===== src/rtl/stream_accumulator.sv =====
// Sequenced reduction unit: accumulates a programmed number of N-bit operands
// through an (N+1)-bit add and presents the sum with a sticky carry-out flag.
module stream_accumulator #(
   parameter int N  = 16,
   parameter int CW = 8
) (
   input  logic          clk,
   input  logic          rst_n,
   input  logic          start,
   input  logic [CW-1:0] len,
   input  logic          in_valid,
   output logic          in_ready,
   input  logic [N-1:0]  in_data,
   output logic          out_valid,
   input  logic          out_ready,
   output logic [N-1:0]  out_sum,
   output logic          out_carry,
   output logic          busy
);

   typedef enum logic [1:0] {
      IDLE  = 2'd0,
      ACCUM = 2'd1,
      DONE  = 2'd2
   } state_t;

   state_t        state, state_nxt;
   logic [N-1:0]  acc;
   logic          carry;
   logic [CW-1:0] remaining;
   logic          start_ok;
   logic          accept;
   logic [N:0]    sum_ext;

   // Carry is bit N of the widened add, never inferred from wrap-around.
   assign sum_ext = {1'b0, acc} + {1'b0, in_data};

   always_comb begin
      // NOTE: every signal written here gets a default first so no path leaves it unassigned (no latch).
      state_nxt = state;
      in_ready  = 1'b0;
      out_valid = 1'b0;
      start_ok  = 1'b0;
      accept    = 1'b0;
      case (state)
         IDLE: begin
            if (start) begin
               start_ok  = 1'b1;
               state_nxt = (len == '0) ? DONE : ACCUM;
            end
         end
         ACCUM: begin
            in_ready = 1'b1;
            if (in_valid) begin
               accept = 1'b1;
               if (remaining == CW'(1)) state_nxt = DONE;
            end
         end
         DONE: begin
            out_valid = 1'b1;
            if (out_ready) state_nxt = IDLE;
         end
         default: state_nxt = IDLE;
      endcase
   end

   assign busy      = (state != IDLE);
   assign out_sum   = acc;
   assign out_carry = carry;

   // NOTE: sequential state uses non-blocking assignments so every register samples pre-edge values.
   always_ff @(posedge clk) begin
      if (!rst_n) begin
         state     <= IDLE;
         acc       <= '0;
         carry     <= 1'b0;
         remaining <= '0;
      end else begin
         state <= state_nxt;
         if (start_ok) begin
            acc       <= '0;
            carry     <= 1'b0;
            remaining <= len;
         end else if (accept) begin
            acc       <= sum_ext[N-1:0];
            carry     <= carry | sum_ext[N];
            remaining <= remaining - CW'(1);
         end
      end
   end

endmodule


===== config.mk =====
export PLATFORM = sky130hd
export DESIGN_NAME = stream_accumulator
export DESIGN_NICKNAME = d
export VERILOG_FILES = /design/src/rtl/stream_accumulator.sv
export SDC_FILE = /design/constraint.sdc
export NUM_CORES = 1
export LEC_CHECK = 0
export ABC_AREA = 1
export CELL_PAD_IN_SITES_DETAIL_PLACEMENT = 0
export CELL_PAD_IN_SITES_GLOBAL_PLACEMENT = 1
export CORE_MARGIN = 5
export CORE_UTILIZATION = 45
export CTS_BUF_LIST = sky130_fd_sc_hd__clkbuf_8
export CTS_CLUSTER_SIZE = 24
export DETAILED_ROUTE_END_ITERATION = 8
export DONT_BUFFER_PORTS = 1
export HOLD_SLACK_MARGIN = 0.1
export PLACE_DENSITY = 0.92
export SLEW_MARGIN = 20
export SYNTH_ARGS = -nofsm -noshare
export SYNTH_HDL_FRONTEND = slang
export SYNTH_SLANG_ARGS = --single-unit

===== constraint.sdc =====
create_clock -name clk -period 2.2 [get_ports clk]
set_input_delay 0.33 -clock clk [delete_from_list [all_inputs] [get_ports clk]]
set_output_delay 0.33 -clock clk [all_outputs]
set_load 0.1 [all_outputs]

==> flow_summary.yaml <==
run:
  max_capacitance_violation_total: 0
clock_tree:
  clock_tree.root_cell: "sky130_fd_sc_hd__clkbuf_8"
  cts_tree: "yes"
  cts-root-to-sink-buffers: 2
  cts_buffers: 3
  post_cts.resized_instances: 0
  cts.hold.buffers_added: 0
  clk-insertion-delay-late_ns: 0.28
  ctsHtreeMaxLevel: 1
  post_cts_setup_bufs: 0
  clkTransAtPathRegs_ns: 0.10
  cts.sink_count: 27
cells_and_area:
  area_overhead_vs_synth_pct: 10.79
  most-common-layout-cells: "sky130_fd_sc_hd__nand2_1 (125), sky130_fd_sc_hd__inv_1 (66), sky130_fd_sc_hd__dfxtp_1 (26)"
  nNetsFinal: 439
  fin_cells: 457
  antennaDiodeCount: 0
  design_area_um2: 2517
  final_common_cell: "sky130_fd_sc_hd__nand2_1"
  fin_util: 0.5226
  layout-drive-gt1-share: 0.1026
floorplan:
  io-pin-count: 49
  row_count: 25
  die_area_um2: 6571
  floorplan.die.height_um: 81.06
  die_x_um: 81.06
  fp.coreArea_um2: 4817
  floorplan.initialDensity: 0.4717
place:
  gp_congestion: 0.8118
  port_buffers: 0
  area_after_dpl_um2: 2472
  place_inst: 453
  detailed_place_hpwl_um: 4220
logic_synthesis:
  synthesis_warning_total: 0
  yosysSeqAreaShare: 0.2379
  synth_simple_gate_area_frac: 0.3574
  yosys_register_bits: 27
  synth_xor_xnor_area_share: 0.03084
  post_synthesis_net_count: 417
  combinational_family_with_the_most_area_after_synthesis: "simple AND/OR/NAND/NOR gates"
  synth-compound-area-share: 0.1233
  synth.area.mux_share: 0
  post_synth_adder_cell_area: 0.1079
  syn-instance-count: 369
  synthesis.area_per_instance_um2: 6.158
  syn_area_um2: 2272
  synth_cell_types: 31
global_route:
  antenna_found_initial: 0
  pin_count_of_the_biggest_net_entering_global_routing: 34
  number_of_global_route_vias_before_repair: 2087
  global_route.usage.total: 0.1759
  congestion_overflow_gr: 0
  grt_first_pass_wirelength_um: 9225
sta:
  tightest_slew_ns: 0.4146
  setup_viol_count_final: 0
  rsz0062_at_grt: "false"
  worst_slew_margin_rel: 0.7229
  max_freq_ghz: 0.5800
  timing.final.crit_period_ns: 1.724
  slew_violations: 0
  final.setup_skew_ns: 0.004375
  totalNegativeSetupSlack_ns: 0
  layout_worst_path_cycle_share: 0.7837
  final_hold_viol_count: 0
power_and_ir_drop:
  static-leakage-power_nw: 1.409
  power_per_cell_area_nw_per_um2: 869.4
  ir_drop_v: 0.0007894
setup_path:
  critPathCaptureType: "flop"
  timing.setup.critical_path_class: "flop to flop"
  cp.arrival_ns: 1.92
  worstPathMaxFanout: 3
  startpoint_type: "flop"
  worst_ep_required_time_ns: 2.39
routing:
  drt-pass1-iter-count: 4
  routed_via_count_divided_by_cell_count: 4.768
  drc: 0
  detail_route.wirelength_um: 5336
  antenna_left: 0
  post_drt_wl_per_cell_um: 11.68
  drt_iter0_drc: 135
  vias: 2179
status:
  run_status: "complete, no violations"
worst_hold_path:
  timing.hold.worst.class: "primary input to flop"
-- layout make-up --
class / count / area (µm²)
fillers: 532 / 2300
multi-input cells: 265 / 1410
flip-flops and latches: 27 / 541.8
inverters: 73 / 279.0
repair buffers: 21 / 157.7
well taps: 67 / 83.83
clock buffers: 3 / 41.29
clock inverters: 1 / 3.754
-- power breakdown --
group	internal, W	switching (W)	total [W]
Sequential	0.000567	0.0000556	0.000622
Clock	0.000126	0.000175	0.000301
Combinational	0.000352	0.000913	0.00127
-- path summary, 6_finish.rpt --
check / startpoint / to / slack (ns) / cells after the start
setup reg to reg: out_sum[0] / out_sum[8] / 0.48 / 11
setup / recovery: out_sum[0] / out_sum[8] / 0.48 / 11
hold reg to reg: remaining[1] / remaining[1] / 0.49 / 2
hold / removal: rst_n / remaining[2] / 0.14 / 2
-- worst max-delay path: stages (launching register included) --
cell and delay, ns:
sky130_fd_sc_hd__dfxtp_1 0.33, sky130_fd_sc_hd__ha_1 0.20, sky130_fd_sc_hd__fa_1 0.37, sky130_fd_sc_hd__nand2_1 0.09
sky130_fd_sc_hd__nand2_1 0.08, sky130_fd_sc_hd__and2_4 0.15, sky130_fd_sc_hd__nand2_1 0.05, sky130_fd_sc_hd__nand2_1 0.07
sky130_fd_sc_hd__xnor2_1 0.14, sky130_fd_sc_hd__nand2_1 0.06, sky130_fd_sc_hd__nand2_1 0.06, sky130_fd_sc_hd__inv_1 0.03
-- synthesized netlist by cell type (all sizes together) --
library cell  count  area, µm²
o211ai            3      22.52
o21bai            3      22.52
or2               3      18.77
nand4             2      12.51
xnor2             3      26.28
and2              2      15.02
nand2           128      493.0
o221ai            1      8.760
dfxtp            27      540.5
a31oi             5      31.28
nand3            24      120.1
nor3              5      25.02
nand3b            2      15.01
xor2              5      43.79
ha               18      225.2
buf               4      45.04
o21a              9      67.56
clkinv            2      12.51
inv              71      266.5
a21boi            1      7.510
nor2             26      112.6
fa                1      20.02
a21oi            17      85.08
o21ai             7      35.03
-- registers in the layout, summed over array words and instances (netlist names) --
register and count:
remaining 8, out_carry 1, state 2, out_sum 16
-- metal layers --
metal / global-route usage / share of wire
met4: 0.04730 / 0.011
met3: 0.03104 / 0.041
met1: 0.2257 / 0.47
met2: 0.3021 / 0.48
met5: 0 / 0
-- per-stage QoR --
stage	hold WS (ns)	power [W]	worst slack [ns]
after floorplan	0.4276	0.001688	0.0005553
after global placement	0.4293	0.001889	0.4594
after detailed placement	0.4378	0.001901	0.4461
after CTS	0.1400	0.002203	0.4703
after global routing	0.1627	0.002363	0.2382
final	0.1424	0.002189	0.4758
-- logic make-up (layout without fill, tap and decap cells) --
family	count (synthesis)	in the layout
buffers and inverters	77	98
adder cells (fa/ha/maj)	19	19
AND/OR/NAND/NOR	192	192
flip-flops	27	27
AO/OA/AOI/OAI	46	46
XOR/XNOR	8	8
Power figures use the tool's default switching activity.
